### src/rtl/avmm_cmd_master.sv
// Avalon-MM single-word master: one command in flight at a time, with waitrequest stalls,
// optional readdatavalid reads and a per-transfer timeout that aborts with rsp_timeout.
module avmm_cmd_master #(
  parameter int ADDR_W         = 5,
  parameter int DATA_W         = 32,
  parameter int USE_RDV        = 0,
  parameter int TIMEOUT_CYCLES = 255
) (
  input  logic              clk,
  input  logic              reset_n,
  input  logic              cmd_valid,
  output logic              cmd_ready,
  input  logic              cmd_write,
  input  logic [ADDR_W-1:0] cmd_address,
  input  logic [DATA_W-1:0] cmd_writedata,
  output logic              rsp_valid,
  output logic [DATA_W-1:0] rsp_readdata,
  output logic              rsp_timeout,
  output logic [ADDR_W-1:0] avm_address,
  output logic              avm_read,
  output logic              avm_write,
  output logic [DATA_W-1:0] avm_writedata,
  input  logic [DATA_W-1:0] avm_readdata,
  input  logic              avm_waitrequest,
  input  logic              avm_readdatavalid
);

  localparam int CNT_W      = (TIMEOUT_CYCLES > 1) ? $clog2(TIMEOUT_CYCLES) : 1;
  localparam int TMO_LAST_I = (TIMEOUT_CYCLES > 0) ? TIMEOUT_CYCLES - 1 : 0;
  localparam logic [CNT_W-1:0] TMO_LAST = CNT_W'(TMO_LAST_I);

  typedef enum logic [1:0] {S_IDLE, S_BUS, S_WAIT_RDV, S_RESP} state_t;

  state_t              r_state;
  logic                r_wr;
  logic [CNT_W-1:0]    r_cnt;
  logic                r_cmd_ready;
  logic                r_rsp_valid;
  logic                r_rsp_timeout;
  logic [DATA_W-1:0]   r_rsp_readdata;
  logic [ADDR_W-1:0]   r_avm_address;
  logic                r_avm_read;
  logic                r_avm_write;
  logic [DATA_W-1:0]   r_avm_writedata;

  logic                w_tmo;
  logic [CNT_W-1:0]    w_cnt_inc;

  // Saturating increment: a read can finish its bus phase on the final count and
  // still needs the timeout to fire from WAIT_RDV on the next edge.
  assign w_tmo     = (TIMEOUT_CYCLES != 0) && (r_cnt >= TMO_LAST);
  assign w_cnt_inc = w_tmo ? r_cnt : r_cnt + 1'b1;

  always_ff @(posedge clk or negedge reset_n) begin
    if (!reset_n) begin
      r_state         <= S_IDLE;
      r_wr            <= 1'b0;
      r_cnt           <= '0;
      r_cmd_ready     <= 1'b1;
      r_rsp_valid     <= 1'b0;
      r_rsp_timeout   <= 1'b0;
      r_rsp_readdata  <= '0;
      r_avm_address   <= '0;
      r_avm_read      <= 1'b0;
      r_avm_write     <= 1'b0;
      r_avm_writedata <= '0;
    end else begin
      r_rsp_valid   <= 1'b0;
      r_rsp_timeout <= 1'b0;
      case (r_state)
        S_IDLE: begin
          if (cmd_valid) begin
            r_wr            <= cmd_write;
            r_avm_address   <= cmd_address;
            r_avm_writedata <= cmd_writedata;
            r_avm_write     <= cmd_write;
            r_avm_read      <= !cmd_write;
            r_cmd_ready     <= 1'b0;
            r_cnt           <= '0;
            r_state         <= S_BUS;
          end
        end
        S_BUS: begin
          if (!avm_waitrequest) begin
            r_avm_read  <= 1'b0;
            r_avm_write <= 1'b0;
            if (r_wr) begin
              r_rsp_valid <= 1'b1;
              r_state     <= S_RESP;
            end else if (USE_RDV == 0 || avm_readdatavalid) begin
              r_rsp_readdata <= avm_readdata;
              r_rsp_valid    <= 1'b1;
              r_state        <= S_RESP;
            end else begin
              r_cnt   <= w_cnt_inc;
              r_state <= S_WAIT_RDV;
            end
          end else if (w_tmo) begin
            r_avm_read     <= 1'b0;
            r_avm_write    <= 1'b0;
            r_rsp_readdata <= '0;
            r_rsp_timeout  <= 1'b1;
            r_rsp_valid    <= 1'b1;
            r_state        <= S_RESP;
          end else begin
            r_cnt <= w_cnt_inc;
          end
        end
        S_WAIT_RDV: begin
          if (avm_readdatavalid) begin
            r_rsp_readdata <= avm_readdata;
            r_rsp_valid    <= 1'b1;
            r_state        <= S_RESP;
          end else if (w_tmo) begin
            r_rsp_readdata <= '0;
            r_rsp_timeout  <= 1'b1;
            r_rsp_valid    <= 1'b1;
            r_state        <= S_RESP;
          end else begin
            r_cnt <= w_cnt_inc;
          end
        end
        S_RESP: begin
          r_cmd_ready <= 1'b1;
          r_state     <= S_IDLE;
        end
        default: begin
          r_cmd_ready <= 1'b1;
          r_state     <= S_IDLE;
        end
      endcase
    end
  end

  assign cmd_ready     = r_cmd_ready;
  assign rsp_valid     = r_rsp_valid;
  assign rsp_timeout   = r_rsp_timeout;
  assign rsp_readdata  = r_rsp_readdata;
  assign avm_address   = r_avm_address;
  assign avm_read      = r_avm_read;
  assign avm_write     = r_avm_write;
  assign avm_writedata = r_avm_writedata;

endmodule

### config.mk
export PLATFORM = sky130hd
export DESIGN_NAME = avmm_cmd_master
export DESIGN_NICKNAME = d
export VERILOG_FILES = /design/src/rtl/avmm_cmd_master.sv
export SDC_FILE = /design/constraint.sdc
export NUM_CORES = 1
export LEC_CHECK = 0
export BUFFER_PORTS_ARGS = -buffer_cell sky130_fd_sc_hd__buf_2
export CAP_MARGIN = 10
export CORE_ASPECT_RATIO = 1.75
export CORE_MARGIN = 5
export CORE_UTILIZATION = 45
export CTS_BUF_LIST = sky130_fd_sc_hd__clkbuf_4
export CTS_CLUSTER_DIAMETER = 150
export DETAILED_ROUTE_END_ITERATION = 8
export GPL_TIMING_DRIVEN = 0
export PLACE_DENSITY = 0.83
export SLEW_MARGIN = 20
export SYNTH_ARGS = -nofsm -noshare
export SYNTH_HDL_FRONTEND = slang
export SYNTH_SLANG_ARGS = --single-unit
### constraint.sdc
create_clock -name clk -period 2 [get_ports clk]
set_clock_uncertainty 0.15 [all_clocks]
set_input_delay 0.2 -clock clk [delete_from_list [all_inputs] [get_ports clk]]
set_output_delay 0.2 -clock clk [all_outputs]
set_load 0.01 [all_outputs]
; ---- Yosys cells after proc, flatten, opt, wreduce, memory -nomap -nowiden
; Index checks and enable logic that the tools add are counted.
[classes]
n_addsub = 1
n_lt_le_gt_ge = 1
n_eq_ne = 8
mux = 30
reduce_logical = 11
[op_table]
columns = cell, count
row1 = 32-bit 2-to-1 mux, 4
row2 = 32-bit one-hot mux with 2 select lines, 1
row3 = 8-bit 2-to-1 mux, 4
row4 = 8-bit one-hot mux with 3 select lines, 1
row5 = 1-bit 2-to-1 mux, 10
row6 = 1-bit one-hot mux with 2 select lines, 5
row7 = "8-bit by 1-bit adder with 8-bit output, second input constant", 1
row8 = "8-bit greater-or-equal comparator, second input constant", 1
row9 = 2-bit 2-to-1 mux, 4
row10 = 2-bit one-hot mux with 4 select lines, 1
row11 = "2-bit inequality test, second input constant", 3
row12 = "3-bit inequality test, second input constant", 2
row13 = 2-bit AND reduction, 3
row14 = 2-bit nonzero test, 3
row15 = "2-bit equality test, second input constant", 2
row16 = 4-bit AND reduction, 1
row17 = 3-bit AND reduction, 1
row18 = 3-bit nonzero test, 1
row19 = "2-bit by 1-bit equality test with 1-bit output, second input constant", 1
row20 = 2-bit zero test, 1
row21 = 1-bit zero test, 1
[totals]
register_bits = 85
in_bits = 75
wordCells = 62

; ---- Depth between registers and ports, before layout
; Gate-level depths: netlist of the first run.
[depth]
ltp_word = 4
ltp_mapped = 8

; ---- Worst setup path after synthesis of the first run
; Ideal clock, no wire load.
[synth_timing]
path_type = register to register
start = register r_state[1]
end = register r_cnt[1]
arrival_ns = 1.624
setup_slack_ns = 0.146
stages_incl_launch_ff = 9
cell_sequence = dfrtp_1 inv_1 ha_1 buf_6 nor2b_4 a2111oi_4 buf_6 nand3b_1 o22ai_2
[synth_between]
elab_chain_cells = 3
[synth_lines]
columns = element, line_no
row1 = "start, declared", 34  ; state_t r_state;
row2 = "start signal, assigned", 56  ; r_state <= S_IDLE;
row3 = "start signal, assigned", 80  ; r_state <= S_BUS;
row4 = "start signal, assigned", 89  ; r_state <= S_RESP;
row5 = "2-bit equality test, or another cell as far along", 70  ; case (r_state)
row6 = 2-bit inequality test (no line) / 3-bit nonzero test (equally long branches), n/a
row7 = 4-bit AND reduction (no line), n/a
row8 = "end signal, assigned", 95  ; r_cnt <= w_cnt_inc;
row9 = "end signal, assigned", 106  ; r_cnt <= w_cnt_inc;
row10 = "end signal, assigned", 120  ; r_cnt <= w_cnt_inc;
row11 = "end, declared", 36  ; logic [CNT_W-1:0] r_cnt;
; Parallel ways exist; a longest one is shown, timed or not.
; A chain may end at the register's enable or synchronous reset.

; ---- Worst setup path in the final report of the first run
[layout_timing]
start = register r_state[1]
end = register r_rsp_readdata[23] (netlist: rsp_readdata[23])
[layout_between]
elab_chain_cells = 3
[layout_lines]
columns = element, line_no
row1 = 2-bit by 1-bit equality test with 1-bit output / 2-bit equality test (equally long branches), 70
row2 = 3-bit inequality test (no line) / 2-bit nonzero test (equally long branches), n/a
row3 = 2-bit AND reduction (no line), n/a
row4 = "end signal, assigned", 91  ; r_rsp_readdata <= avm_readdata;
row5 = "end signal, assigned", 111  ; r_rsp_readdata <= avm_readdata;
row6 = "end, declared", 40  ; logic [DATA_W-1:0] r_rsp_readdata;
; Parallel ways exist; a longest one is shown, timed or not.

==> results of run 1 <==
-- cells in the final DEF (no fill, tap or decap), types with 2 or more instances in the layout --
master / Yosys / routed
nor2_1: 4 / 4
clkbuf_4: 0 / 12
buf_4: 3 / 23
o21ai_0: 5 / 4
nand3_1: 4 / 4
buf_2: 4 / 155
inv_2: 0 / 3
mux2i_1: 2 / 2
dfrtp_2: 0 / 3
nand3b_1: 2 / 2
dfrtp_1: 84 / 81
nand4_1: 3 / 3
buf_6: 2 / 4
a21oi_1: 8 / 8
dlygate4sd3_1: 0 / 75
nor3_1: 4 / 4
a22o_1: 32 / 32
inv_1: 10 / 7
clkbuf_2: 0 / 2
ha_4: 0 / 5
a41oi_1: 3 / 3
mux2_2: 37 / 37
diode_2: 0 / 2
nand2_1: 11 / 11
nand2b_1: 2 / 2
-- what timing repair did --
item,in CTS,in global routing
cloned,0,4
buffers inserted,5,15
hold buffers,75,0
pin swaps,1,2
endpoints found under the hold margin,120,0
resized for setup,2,34
setup endpoints to repair,47,48
-- power by group --
group / switching [mW] / leakage (nW) / internal (mW)
logic: 2.15 / 1.61 / 2.10
clock network: 0.582 / 0.0650 / 0.295
registers: 0.506 / 1.04 / 2.52
-- final cells by class --
type / instances / area, um^2 / share of cell area
Antenna cell: 2 / 5.00 / 0.000909
Inverter: 10 / 37.5 / 0.00682
Sequential cell: 85 / 2130 / 0.387
Buffer: 12 / 87.6 / 0.0159
Multi-Input combinational cell: 144 / 1330 / 0.242
Timing Repair Buffer: 248 / 1690 / 0.306
Tap cell: 88 / 110 / 0.0200
Clock inverter: 4 / 25.0 / 0.00454
Clock buffer: 12 / 90.1 / 0.0164
-- Yosys cell counts, types with 2 or more instances --
library cell | n | share of area
o21ai_0 | 5 | 0.0072
nand2_1 | 11 | 0.012
buf_4 | 3 | 0.0064
buf_6 | 2 | 0.0064
buf_2 | 4 | 0.0057
a21oi_1 | 8 | 0.011
clkbuf_1 | 4 | 0.0043
nand3_1 | 4 | 0.0057
mux2i_1 | 2 | 0.0057
nor3_1 | 4 | 0.0057
nand2b_1 | 2 | 0.0036
ha_1 | 6 | 0.021
nand3b_1 | 2 | 0.0043
nand4_1 | 3 | 0.0054
a41oi_1 | 3 | 0.0075
inv_1 | 10 | 0.011
a22o_1 | 32 | 0.080
nor2_1 | 4 | 0.0043
dfrtp_1 | 84 | 0.60
mux2_2 | 37 | 0.12
-- registers in the layout, indices dropped and copies added (netlist names) --
name,cells
avm_address,5
avm_read,1
avm_write,1
avm_writedata,32
cmd_ready,1
r_cnt,8
r_state,2
r_wr,1
rsp_readdata,32
rsp_timeout,1
rsp_valid,1
-- path summary, 6_finish.rpt --
| path | slack (ns) | depth (start not counted) | endpoint |
|---|---|---|---|
| worst max-delay path | -0.02 | 7 | rsp_readdata[23] |
| worst min-delay path | 0.14 | 2 | avm_writedata[31] |
| worst max register to register | -0.02 | 7 | rsp_readdata[23] |
| worst min register to register | 0.36 | 1 | avm_writedata[10] |
| max in group asynchronous | 0.91 | 3 | r_state[0] |
| min in group clk | 0.36 | 3 | avm_writedata[17] |
-- layer usage --
| metal | wire length (um) | up-vias | GRT usage | share of wire |
|---|---|---|---|---|
| li1 | - | 1445 | - | - |
| met1 | 4060 | 1660 | 0.222 | 0.32 |
| met2 | 7440 | 148 | 0.435 | 0.59 |
| met3 | 607 | 30 | 0.0475 | 0.048 |
| met4 | 436 | 0 | 0.134 | 0.035 |
| met5 | 0 | - | 0 | 0 |
-- cell families (layout without fill, tap and decap cells) --
kind of cell / Yosys count / count (layout) / share of synthesized area
simple gates: 37 / 37 / 0.0569
mux: 39 / 39 / 0.125
compound gates: 62 / 62 / 0.155
other cells: 0 / 2 / 0
buf+inv: 23 / 286 / 0.0336
fa+ha+maj: 6 / 6 / 0.0215
flops: 85 / 85 / 0.609
==> summary.md, run 1 <==
| Metric | Value |
|---|---|
| Status | `complete, but fails checks` |
| Violated checks | `negative setup slack` |
| GR Overflow Total | `0` |
| Syn Area/Cell | `approximately 14 um^2` |
| Post-synth ARST share | `1.00` |
| Delay of the slowest critical-path stage | `approximately 0.42 ns` |
| Std cell rows | `42` |
| Max-cap violations | `0` |
| Mapped cell area | `~3500 um^2` |
| Hold WS | `0.144 ns` |
| Fin. max-slew vios | `0` |
| Max VDD drop | `0.000610 V` |
| Fin crit share | `1.01` |
| EDFF count, synth | `0` |
| Worst Path Class, Setup | `reg2reg` |
| Area after DPL | `about 4400 um^2` |
| Worst slew pin tran | `0.588 ns` |
| Clock-pin slew on the worst setup and hold paths | `0.13 ns` |
| RR Startpoint | `r_state[1]` |
| Clk sinks | `85` |
| Layout cells sized above 1 | `0.503` |
| Cells along the critical path | `buf_4, ha_4, or2_2, a31oi_4, buf_4, buf_2, a22o_1` |
| Initial DRC Count | `369` |
| Routed wire length | `12500 um` |
| Min setup slack post-route | `-0.0180 ns` |
| CP endpoint kind | `flop` |
| Initial Util | `0.462` |
| Crit-path max FO | `6` |
| Vias/cell | `5.43` |
| TritonCTS clock tree | `built` |
| Io pins | `149` |
| Post-DRT Antenna Nets | `0` |
| Cell mode on critical path | `buf_4` |
| Final hold vios | `0` |
| Seq/Total Area, Yosys | `0.609` |
| P_leak | `2.71 nW` |
| DRC viols | `0` |
| CTS H-Tree Depth | `3` |
| Setup TNS | `-0.0269 ns` |
| Die Span Y | `127 um` |
| Final RePlAce weighted congestion | `0.861` |
| P per Cell Area | `approximately 1500 nW/um^2` |
| Netlist cell types | `42` |
| Syn_nets | `333` |
| Clock root buffer | `clkbuf_4` |
| Largest net degree at the start of global routing | `47` |
| Synth Instances | `252` |
| Buffers on Ports | `148` |
| Fmax | `496 MHz` |
| Die width | `76.6 um` |
| Clock buffer count from CTS | `9` |
| Latest clock arrival within the worst-skew pair | `0.44 ns` |
| Relative slew margins | `0.608` |
| Area delta synth->final | `57.5%` |
| Buffers and inverters on the worst path | `3` |
| Syn. warnings | `0` |
| Worst setup path start | `r_state[1]` |
| Number of global-route vias before repair | `3367` |
| Final setup vio count | `2` |
| Worst hold-check path type | `in2async` |
| CP startpoint kind | `flop` |
| Final Instance Area | `5510 um^2` |
| Layout Cells excl Fill | `around 610` |
| CP delay by family, top | `buffers and inverters` |
| Critical path's slowest cell | `dfrtp_1` |
| Initial antenna violation count | `1` |
| Inst Count DP | `489` |
| Place WS | `-0.109 ns` |
| DP HPWL | `6680 um` |
| Worst path required time | `2.24 ns` |
| Ys flop type | `dfrtp_1` |
| First-pass DRT Iterations | `5` |
| Core Region | `7570 um^2` |
| Final core occ | `0.728` |
| CP Data Arrival Time | `~2.3 ns` |
| Routed WL per cell | `20.7 um` |
| Nets | `591` |
| Vias | `approximately 3300` |
| Crit path time final | `between 2 and 2.5 ns` |
| Max clock buf depth | `2` |
| Synthesized flop and latch total | `85` |
| Tot Pwr | `between 8 and 9 mW` |
| All-Layer GR Usage | `0.229` |
| Global-route wire length before repair | `17500 um` |
| Die area | `a little under 10000 um^2` |
| Filler Cells Inserted | `447` |
Power figures use the tool's default switching activity.
==> run 2, diff against run 1 <==
Settings changed: ABC_AREA from default to 1, PLACE_DENSITY 0.83 to 0.8.
==> run 2 against run 1 <==
The flow now finishes without violations. Synthesized area up 19%. Hold slack worse by 0.024 ns. Largest power group unchanged. Global-route usage decreased by 0.051 points. Cell count rose by 35%. Die area grew 17%. Largest cell class unchanged.
==> summary.md, run 2 <==
| Metric | Value |
|---|---|
| Status | `completed` |
| Max-cap violations | `0 (unchanged)` |
| P per Cell Area | `1420 nW/um^2 (-3.9%)` |
| Fmax | `527 MHz (+6.3%)` |
| Worst path required time | `2.19 ns (-0.05 ns)` |
| CP endpoint kind | `flop` |
| Dominant cell type by area after synthesis | `dfrtp_1` |
| Mapped cell area | `4160 um^2 (+19%)` |
| Most frequent cells in the layout | `168 x nand2_1, 159 x buf_2, 84 x dfrtp_1` |
| Critical path's slowest cell | `dfrtp_1` |
| Layout cells sized above 1 | `0.353 (-0.150)` |
| Syn. warnings | `0 (unchanged)` |
| Clock root buffer | `clkbuf_4` |
| CP Data Arrival Time | `2.09 ns (-0.17 ns)` |
| Nets | `771 (+30%)` |
| Simple-Gate Fraction of Synth Area | `0.283 (+0.226)` |
| DP HPWL | `7940 um (+19%)` |
| All-Layer GR Usage | `0.229 (-0.000513)` |
| Global-route wire length before repair | `19800 um (+13%)` |
| Fin. max-slew vios | `0 (unchanged)` |
| Area delta synth->final | `44.6%` |
| Relative slew margins | `0.638 (+0.0294)` |
| Complex-gate fraction of the synthesized area | `0.0262 (-0.128)` |
| Routed WL per cell | `14.8 um (-28%)` |
| CTS H-Tree Depth | `3 (unchanged)` |
| Area after DPL | `5080 um^2 (+16%)` |
| Min setup slack post-route | `0.101 ns (+0.119 ns)` |
| Place WS | `-0.0112 ns (+0.0982 ns)` |
| Inst Count DP | `725 (+48%)` |
| Max clock buf depth | `2 (unchanged)` |
| Post-DRT Antenna Nets | `0 (unchanged)` |
| Syn_nets | `537 (+61%)` |
| Delay of the slowest critical-path stage | `0.43 ns (about the same)` |
| Std cell rows | `46 (+9.5%)` |
| Count leader, synth | `nand2_1` |
| Vias | `4052 (+23%)` |
| Area contributors post-synth | `dfrtp_1 51%, nand2_1 15%, mux2_2 10%` |
| Synth Instances | `456 (+81%)` |
| Clock-pin slew on the worst setup and hold paths | `0.13 ns (about the same)` |
| Crit path time final | `1.90 ns (-0.119 ns)` |
| Worst hold-check path type | `in2async` |
| Filler Cells Inserted | `678 (+52%)` |
| Io pins | `149 (unchanged)` |
| Layout Cells excl Fill | `817 (+35%)` |
| Initial Util | `0.460 (-0.00201)` |
| Clock buffer count from CTS | `9 (unchanged)` |
| Die area | `11300 um^2 (+17%)` |
| Vias/cell | `4.96 (-8.6%)` |
| Max VDD drop | `0.000993 V (+63%)` |
| Synthesized flop and latch total | `85 (unchanged)` |
| Post-synthesis xor/xnor area fraction | `0.00211 (+0.00211)` |
| RSZ-0062 raised after global routing | `false` |
| P_leak | `3.15 nW (+16%)` |
| Netlist cell types | `30 (-29%)` |
| R2R Setup Slk | `0.10 ns (+0.12 ns)` |
| Crit-path max FO | `10 (+4)` |
| EDFF count, synth | `0 (unchanged)` |
| Number of global-route vias before repair | `4157 (+23%)` |
| Largest net degree at the start of global routing | `47 (unchanged)` |
| Initial DRC Count | `172 (-53%)` |
| Latest clock arrival within the worst-skew pair | `0.44 ns (about the same)` |
| Mux share of post-synthesis cell area | `0.100 (-0.0247)` |
| Tot Pwr | `8.56 mW (+4.9%)` |
| Final setup vio count | `0 (-2)` |
| Worst Path Class, Setup | `reg2reg` |
| Register area | `2130 um^2 (-0.18%)` |
| Largest family of logic cells by synthesized area | `simple AND/OR/NAND/NOR gates` |
| Fin crit share | `0.949 (-0.0595)` |
| TritonCTS clock tree | `built` |
| Die Span Y | `137 um (+8.3%)` |
| Most frequent cells after synthesis | `168 x nand2_1, 84 x dfrtp_1, 41 x nand3_1` |
| Final RePlAce weighted congestion | `0.796 (-7.5%)` |
| CP startpoint kind | `flop` |
| Area fraction of the dominant cell type after synthesis | `0.506 (-0.0955)` |
| Final Instance Area | `6010 um^2 (+9.2%)` |
| Ys flop type | `dfrtp_1` |
| GR Overflow Total | `0 (unchanged)` |
| Post-synth ARST share | `1.00 (unchanged)` |
| Die width | `82.7 um (+7.9%)` |
| Buffers on Ports | `148 (unchanged)` |
| Area of the multi-input gates | `1810 um^2 (+35%)` |
| Core Region | `9040 um^2 (+19%)` |
| DRC viols | `0 (unchanged)` |
| First-pass DRT Iterations | `4 (-1)` |
| Adder-Cell Fraction of Synth Area | `0.0181 (-0.00341)` |
| Initial antenna violation count | `1 (unchanged)` |
| Final hold vios | `0 (unchanged)` |
| Clk sinks | `85 (unchanged)` |
| Final core occ | `0.665 (-0.0624)` |
| Routed wire length | `12100 um (-3.4%)` |
| Cells along the critical path | `inv_1, ha_1, nand2_1, buf_2, mux2_2` |
| Syn Area/Cell | `9.12 um^2 (-34%)` |
| Worst slew pin tran | `0.543 ns (-0.0441 ns)` |
| Seq/Total Area, Yosys | `0.512 (-0.0967)` |
| Most common cell after layout, fill and taps aside | `nand2_1` |
-- run 2: cell count changes after synthesis, sizes merged, moves of 5 or more --
cell   before  now
nand2      11  173
buf         9   22
or2         1   32
o21ai       5   10
a22o       32    0
inv        10   22
nor2        5   12
nand3       4   42
-- run 2: cell families (layout without fill, tap and decap cells) --
| group | Yosys count | after routing |
|---|---|---|
| compound gates | 17 | 17 |
| xor+xnor | 1 | 1 |
| fa+ha+maj | 6 | 6 |
| buf+inv | 45 | 284 |
| flops | 85 | 85 |
| mux | 37 | 37 |
| other cells | 0 | 2 |
| simple gates | 265 | 265 |
-- run 2: timing repair --
| item | 4_1_cts | 5_1_grt |
|---|---|---|
| resized for setup | 1 | 3 |
| buffers inserted | 0 | 0 |
| hold endpoints to repair | 161 | 0 |
| pin swaps | 0 | 0 |
| setup endpoints to repair | 9 | 37 |
| hold buffers | 75 | 0 |
-- run 2: worst paths after layout --
check                      startpoint                end  cells after the start
setup reg to reg           r_state[0]  avm_writedata[12]                      5
setup / recovery           r_state[0]  avm_writedata[12]                      5
hold reg to reg              avm_read           avm_read                      2
min in group clk             avm_read           avm_read                      2
max in group asynchronous     reset_n           r_cnt[7]                      3
hold / removal                reset_n   avm_writedata[8]                      2
-- run 2: power by group --
part	internal [mW]	total (mW)	switching [mW]
clock	0.518	1.11	0.591
combinational	1.91	4.36	2.45
sequential	2.55	3.09	0.533
-- run 2: per-layer routing --
layer	part of all wire	global-route usage	vias to the layer above	wire, um
li1	-	-	1922	-
met1	0.36	0.250	1933	4360
met2	0.55	0.407	164	6640
met3	0.060	0.0547	33	722
met4	0.033	0.102	0	399
met5	0	0	-	0
-- run 2: final cells by class --
type | count | share of cell area
Antenna cell | 2 | 0.000832
Inverter | 22 | 0.0137
Buffer | 22 | 0.0262
Tap cell | 120 | 0.0250
Timing Repair Buffer | 224 | 0.253
Clock buffer | 10 | 0.0125
Clock inverter | 6 | 0.0146
Sequential cell | 85 | 0.354
Multi-Input combinational cell | 326 | 0.300
-- run 2: critical path, delay by kind of cell, from the launching register on --
kind                       cells  cell delay, ns
DFF                            1            0.43
adders and majority gates      1            0.28
muxes                          1            0.38
buffers and inverters          2            0.37
and+or+nand+nor                1            0.18
-- run 2: stage by stage --
stage	hold WS [ns]	setup TNS (ns)
6_report	0.121	0
5_1_grt	0.116	0
4_1_cts	0.0942	0
3_5_place_dp	0.0639	-0.0169
3_3_place_gp	0.281	-7.71
2_1_floorplan	-0.246	0
